**src/rtl/modn_sweep_ctrl.sv**
```systemverilog
// ---------------------------------------------------------------------------
// modn_sweep_ctrl
//
// Sweeps a modulo-N counter through L complete 0..N-1 wraps, then emits a
// one-cycle done pulse. N and L are captured when a start is accepted in
// IDLE, so later changes on modulus/loops do not disturb a running sweep.
//
// Optional feature (compile-time macro): MODN_SWEEP_PAUSE_EN
//   When defined, a 'pause' input and a PAUSE state are added. Pause holds
//   the count and loop counter; stop still aborts from PAUSE.
//
// Ports
//   clk      in   rising-edge clock
//   reset    in   asynchronous active-low reset
//   start    in   begin a sweep (sampled only in IDLE)
//   modulus  in   [WIDTH-1:0]  modulus N, latched on accepted start
//   loops    in   [LWIDTH-1:0] wrap count L, latched on accepted start
//   stop     in   abort the sweep (RUN/PAUSE only), no done pulse
//   pause    in   hold counting (only with MODN_SWEEP_PAUSE_EN)
//   d_out    out  [WIDTH-1:0]  current count
//   tc       out  terminal count: count is N-1 and advancing this cycle
//   loop_cnt out  [LWIDTH-1:0] completed wraps in the current sweep
//   busy     out  high in RUN (and PAUSE)
//   done     out  one-cycle pulse on normal completion
// ---------------------------------------------------------------------------
module modn_sweep_ctrl #(
    parameter int WIDTH  = 3,
    parameter int LWIDTH = 4
) (
    input  logic              clk,
    input  logic              reset,
    input  logic              start,
    input  logic [WIDTH-1:0]  modulus,
    input  logic [LWIDTH-1:0] loops,
    input  logic              stop,
`ifdef MODN_SWEEP_PAUSE_EN
    input  logic              pause,
`endif
    output logic [WIDTH-1:0]  d_out,
    output logic              tc,
    output logic [LWIDTH-1:0] loop_cnt,
    output logic              busy,
    output logic              done
);

`ifdef MODN_SWEEP_PAUSE_EN
    typedef enum logic [1:0] {IDLE, RUN, DONE, PAUSE} state_t;
`else
    typedef enum logic [1:0] {IDLE, RUN, DONE} state_t;
`endif

    state_t            state_reg, state_next;
    logic [WIDTH-1:0]  count_reg, count_next;
    logic [LWIDTH-1:0] loop_reg,  loop_next;
    logic [WIDTH-1:0]  mod_reg,   mod_next;
    logic [LWIDTH-1:0] lps_reg,   lps_next;

    logic [WIDTH-1:0]  top_val;
    logic [LWIDTH-1:0] last_loop;
    logic              at_top;
    logic              hold;

    // N and L are non-zero whenever RUN is entered, so these never wrap
    // while they matter.
    assign top_val   = mod_reg - 1'b1;
    assign last_loop = lps_reg - 1'b1;
    assign at_top    = (count_reg == top_val);

`ifdef MODN_SWEEP_PAUSE_EN
    // A pause request in RUN freezes the count on that very edge, so the
    // cycle is not an advancing one and must not flag terminal count.
    assign hold = pause;
`else
    assign hold = 1'b0;
`endif

    always_ff @(posedge clk or negedge reset) begin
        if (!reset) begin
            state_reg <= IDLE;
            count_reg <= '0;
            loop_reg  <= '0;
            mod_reg   <= '0;
            lps_reg   <= '0;
        end else begin
            state_reg <= state_next;
            count_reg <= count_next;
            loop_reg  <= loop_next;
            mod_reg   <= mod_next;
            lps_reg   <= lps_next;
        end
    end

    always_comb begin
        state_next = state_reg;
        count_next = count_reg;
        loop_next  = loop_reg;
        mod_next   = mod_reg;
        lps_next   = lps_reg;

        case (state_reg)
            IDLE: begin
                count_next = '0;
                loop_next  = '0;
                // stop is ignored here; start wins even if both are high
                if (start) begin
                    mod_next = modulus;
                    lps_next = loops;
                    if (modulus == '0 || loops == '0)
                        state_next = DONE;
                    else
                        state_next = RUN;
                end
            end

            RUN: begin
                // stop takes priority over a coincident final wrap
                if (stop) begin
                    state_next = IDLE;
                    count_next = '0;
                    loop_next  = '0;
                end
`ifdef MODN_SWEEP_PAUSE_EN
                else if (pause) begin
                    state_next = PAUSE;
                end
`endif
                else if (at_top) begin
                    count_next = '0;
                    loop_next  = loop_reg + 1'b1;
                    if (loop_reg == last_loop)
                        state_next = DONE;
                end else begin
                    count_next = count_reg + 1'b1;
                end
            end

`ifdef MODN_SWEEP_PAUSE_EN
            PAUSE: begin
                if (stop) begin
                    state_next = IDLE;
                    count_next = '0;
                    loop_next  = '0;
                end else if (!pause) begin
                    state_next = RUN;
                end
            end
`endif

            DONE: begin
                // loop_cnt stays at L for the done cycle, clears in IDLE
                state_next = IDLE;
                count_next = '0;
                loop_next  = '0;
            end

            default: begin
                state_next = IDLE;
                count_next = '0;
                loop_next  = '0;
            end
        endcase
    end

    assign d_out    = count_reg;
    assign loop_cnt = loop_reg;
    assign done     = (state_reg == DONE);
`ifdef MODN_SWEEP_PAUSE_EN
    assign busy     = (state_reg == RUN) || (state_reg == PAUSE);
`else
    assign busy     = (state_reg == RUN);
`endif
    assign tc       = (state_reg == RUN) && at_top && !hold;

endmodule

```
**config.mk**
```make
export PLATFORM = sky130hd
export DESIGN_NAME = modn_sweep_ctrl
export DESIGN_NICKNAME = d
export VERILOG_FILES = /design/src/rtl/modn_sweep_ctrl.sv
export SDC_FILE = /design/constraint.sdc
export NUM_CORES = 1
export LEC_CHECK = 0
export ABC_CLOCK_PERIOD_IN_PS = 2250
export BUFFER_PORTS_ARGS = -buffer_cell sky130_fd_sc_hd__buf_4
export CORE_MARGIN = 2
export CORE_UTILIZATION = 35
export CTS_CLUSTER_DIAMETER = 30
export DETAILED_ROUTE_END_ITERATION = 8
export GPL_TIMING_DRIVEN = 0
export PLACE_DENSITY = 0.63
export SYNTH_ARGS = -nofsm -noshare
export SYNTH_HDL_FRONTEND = slang
export SYNTH_SLANG_ARGS = --single-unit
```
**constraint.sdc**
```tcl
create_clock -name clk -period 2.25 [get_ports clk]
set_input_delay 0.3375 -clock clk [delete_from_list [all_inputs] [get_ports clk]]
set_output_delay 0.3375 -clock clk [all_outputs]
set_load 0.02 [all_outputs]
```
Yosys cells after proc, flatten, opt, wreduce, memory -nomap -nowiden
Cells that the tools add are included.
{"block": "totals", "register_bits": 16, "elab_cells": 35, "input_bits": 11}
{"block": "classes", "n_eq_ne": 7, "mux": 12, "n_addsub": 4, "n_reduce_logical": 7}
{"cell": "$mux 4", "n": 3}
{"cell": "$mux 2", "n": 5}
{"cell": "$mux 3", "n": 3}
{"cell": "$ne 3x2->1 const B", "n": 2}
{"cell": "$add 4x1->4 const B", "n": 1}
{"cell": "$eq 4x4->1", "n": 1}
{"cell": "$logic_not 4->1", "n": 1}
{"cell": "$pmux 2 s2", "n": 1}
{"cell": "$sub 4x1->4 const B", "n": 1}
{"cell": "$add 3x1->3 const B", "n": 1}
{"cell": "$eq 3x3->1", "n": 1}
{"cell": "$logic_not 3->1", "n": 1}
{"cell": "$reduce_and 3->1", "n": 1}
{"cell": "$sub 3x1->3 const B", "n": 1}
{"cell": "$eq 2x1->1 const B", "n": 1}
{"cell": "$eq 2x2->1 const B", "n": 1}
{"cell": "$logic_not 2->1", "n": 1}
{"cell": "$ne 2x2->1 const B", "n": 1}
{"cell": "$reduce_and 2->1", "n": 1}
{"cell": "$logic_and 1x1->1", "n": 1}
{"cell": "$logic_or 1x1->1", "n": 1}

Longest topological paths before layout
{"block": "depth", "ltp_word": 6, "ltp_mapped": 6}

Worst setup path after synthesis
Ideal clock, no wire load.
{"block": "synth_path", "kind": "reg-to-output", "start": "reg count_reg[2], in the netlist d_out[2]", "end": "out tc", "required_ns": 1.913, "setup_slack_ns": 0.594, "arrival_time_ns": 1.319, "n_path_buf": 0, "stages_incl_launch_ff": 4, "path_cell_list": "dfrtp_1 xnor3_2 nand3_4 nor2_1"}
{"block": "synth_between", "elab_chain_cells": 2}
{"item": "start, declared", "line_no": "53", "rtl": "logic [WIDTH-1:0] count_reg, count_next;"}
{"item": "start signal, assigned", "line_no": "86", "rtl": "count_reg <= count_next;"}
{"item": "$eq 3x3->1", "line_no": "67", "rtl": "assign at_top = (count_reg == top_val);"}
{"item": "$logic_and 1x1->1", "line_no": "172", "rtl": "assign tc = (state_reg == RUN) && at_top && !hold;"}
{"item": "end, declared", "line_no": "40", "rtl": "output logic tc,"}
Every way passes these cells.

Worst setup path after layout
{"block": "layout_path", "start": "reg mod_reg[0]", "end": "out tc"}
{"block": "layout_between", "elab_chain_cells": 3}
{"item": "start, declared", "line_no": "55", "rtl": "logic [WIDTH-1:0] mod_reg, mod_next;"}
{"item": "start signal, assigned", "line_no": "88", "rtl": "mod_reg <= mod_next;"}
{"item": "$sub 3x1->3", "line_no": "65", "rtl": "assign top_val = mod_reg - 1'b1;"}
{"item": "$eq 3x3->1", "line_no": "67"}
{"item": "$logic_and 1x1->1", "line_no": "172"}
Every way passes these cells.

==> impl_metrics.py <==
metrics = {
    "status": {
        "status": "completed",
    },
    "final_layout": {
        "final_area_um2": 1070,
        "drive_above_1_share_pct": 29.4,
        "area_growth_pct": 27.5,
        "final_core_util_pct": 48.1,
        "insertedDiodeCount": 0,
        "nets": 118,
        "fin_cells": 130,
    },
    "critical_path": {
        "crit_type": "reg -> out",
        "crit_required_ns": 1.91,
        "path_cells": "inv_1 > ha_1 > xor2_2 > nand3_4 > nor2_1 > buf_4",
        "worstReg2RegStart": "mod_reg[0]",
        "startpoint": "mod_reg[0]",
        "worst_path_max_delay_cell": "dfrtp_1",
        "slowest_delay_ns": 0.37,
        "worst_setup_path_start_kind": "flip-flop",
        "end_kind": "output port",
        "cp_max_fo": 10,
        "arrival_ns": 1.65,
    },
    "routing": {
        "vias": 615,
        "drtAntennaViolNets": 0,
        "vias_per_cell": 4.73,
        "first_pass_iters": 4,
        "drtIter0Drc": 5,
        "wire_per_inst_um": 11.6,
        "drt-total-wl_mm": 1.51,
        "drc_errors": 0,
    },
    "synth": {
        "synth.area.top_cells": "dfrtp_1, ha_1, xor2_1",
        "seq_area_frac_synth_pct": 47.5,
        "synth_edf_count": 0,
        "syn-num-nets": 92,
        "ys.flop_type": "dfrtp_1",
        "synth-seq-cells": 16,
        "yosysTopAreaCellShare_pct": 47.5,
        "yosys-top-cells-count": "dfrtp_1, inv_1, nor2_1, o21ai_0, nand2_1",
        "syn-instance-count": 77,
        "yosysMostFrequentCell": "dfrtp_1",
        "synth_top_area_cell": "dfrtp_1",
        "yosysWarnings": 0,
        "avgSynthCellArea_um2": 10.9,
        "synth_cell_types": 28,
        "async_flop_share_pct": 100,
        "synth_area_um2": 842,
    },
    "placed_design": {
        "io_buffers": 20,
        "dpl.hpwl_mm": 1.20,
        "place.gp.congestion": 0.683,
        "dp_cells": 125,
        "placed_area_um2": 1030,
    },
    "power_and_ir_drop": {
        "switchingPower_mw": 0.281,
        "vdd_drop_max_mv": 0.401,
        "powerDensity_nw_per_um2": 803,
        "internal_power_mw": 0.582,
        "comb_power_share_pct": 35.2,
        "leakage_nw": 0.527,
        "p_seq_share_pct": 42.6,
        "swShare_pct": 32.6,
        "p_clk_share_pct": 22.2,
    },
    "timing": {
        "final_max_slew_viol_count": 0,
        "rsz0062_at_grt": "no",
        "post-route-period-util_pct": 88.3,
        "final.setup.tns_ns": 0,
        "clock_skew_ns": 0.00698,
        "fmax_mhz": 503,
        "layout_min_cycle_time_ns": 1.99,
        "setup_violations": 0,
        "worst_pin_slew_ns": 0.566,
        "hold_slack_ns": 0.259,
        "slew_headroom_pct": 62.2,
        "finalHoldViolations": 0,
    },
    "grt": {
        "grt_max_degree": 17,
        "antenna_found_initial": 0,
        "track_usage_pct": 13.6,
        "grt_overflow_total": 0,
        "grt_pass1_wl_mm": 2.65,
        "grt_pass1_vias": 571,
    },
    "die": {
        "die_y_um": 53.1,
        "initial_utilization_pct": 37.7,
        "ios": 21,
        "die_width_um": 53.1,
        "fp-row-count": 17,
        "coreArea_um2": 2230,
        "dieArea_um2": 2810,
    },
    "clocking": {
        "cts-root-buf": "clkbuf_4",
        "cts_tree": "built",
        "ctsLongestPathBuffers": 2,
        "cts.repair.resized": 0,
        "cts_made_buffers": 3,
        "clkSinkCount": 16,
        "h-tree-depth": 1,
        "clk_pin_slew_ns": 0.10,
        "clk_latency_ns": 0.29,
    },
    "worst_hold_path": {
        "hold_start": "modulus[0]",
        "hp-class": "in -> reg",
    },
    "run": {
        "max_cap_violations": 0,
    },
}
## critical path: cells and delay by family (launching register included)
kind,cells,cell delay (ns)
flops,1,0.37
fa+ha+maj,1,0.32
simple gates,2,0.28
buf+inv,2,0.21
xor+xnor,1,0.18
## cells in the final DEF (no fill, tap or decap)
cell type	count
buf_4	20
dfrtp_1	16
inv_1	6
nor2_1	6
o21ai_0	6
nand2_1	5
xor2_1	4
ha_1	4
xnor2_1	3
mux2_2	3
clkbuf_4	3
nand2b_1	2
or3_1	2
a21oi_1	2
nand3_1	2
nor3_1	2
clkinv_1	1
xor2_2	1
xnor3_2	1
nand3_4	1
and3_1	1
nor2b_1	1
mux2i_1	1
nor3b_1	1
clkbuf_1	1
or4_1	1
o31ai_1	1
xnor3_1	1
a22o_1	1
o22ai_1	1
clkbuf_8	1
dlygate4sd3_1	1
## timing repair
item / in CTS / in global routing
endpoints found under the setup margin: 0 / 0
setup buffers: 0 / 0
hold buffers: 1 / 0
hold endpoints to repair: 16 / 0
## path summary, 6_finish.rpt
check / to / slack [ns] / cells after the start
min reg2reg: d_out[0] / 0.51 / 1
min: mod_reg[0] / 0.26 / 3
min in group asynchronous: mod_reg[0] / 0.43 / 2
max in group asynchronous: loop_cnt[1] / 1.64 / 2
max: tc / 0.26 / 6
max reg2reg: loop_cnt[3] / 0.59 / 6
## area by class of cell
cell class	instances	area [µm²]
Buffer	1	3.75
Clock buffer	4	36.3
Fill cell	214	1160
Inverter	7	26.3
Multi-Input combinational cell	53	412
Sequential cell	16	400
Tap cell	28	35.0
Timing Repair Buffer	21	160
## power by group through the flow
stage / clock network [mW] / registers [mW] / logic [mW]
3_3_place_gp: 0 / 0.373 / 0.298
5_1_grt: 0.215 / 0.373 / 0.341
6_report: 0.191 / 0.368 / 0.303
2_1_floorplan: 0 / 0.375 / 0.223
4_1_cts: 0.197 / 0.369 / 0.309
3_5_place_dp: 0 / 0.374 / 0.306
## through the flow
step / setup WS, ns / power, mW
2_1_floorplan: 0.594 / 0.598
3_3_place_gp: 0.588 / 0.671
3_5_place_dp: 0.573 / 0.681
4_1_cts: 0.241 / 0.874
5_1_grt: 0.0925 / 0.929
6_report: 0.263 / 0.863
## layer usage
| layer | vias to the layer above | wire length [µm] | global-route usage (%) |
|---|---|---|---|
| li1 | 310 | - | - |
| met1 | 283 | 780 | 19.5 |
| met2 | 18 | 616 | 18.3 |
| met3 | 4 | 76 | 2.54 |
| met4 | 0 | 40 | 8.97 |
| met5 | - | 0 | 0 |
## logic make-up after synthesis
group / Yosys count / synth area share [%]
adder cells (fa/ha/maj): 4 / 5.94
AO/OA/AOI/OAI: 11 / 7.43
flip-flops: 16 / 47.5
XOR/XNOR: 10 / 14.7
multiplexers: 4 / 5.20
AND/OR/NAND/NOR: 24 / 15.6
buffers and inverters: 8 / 3.57
No activity file was read; power rests on OpenSTA's default activity.
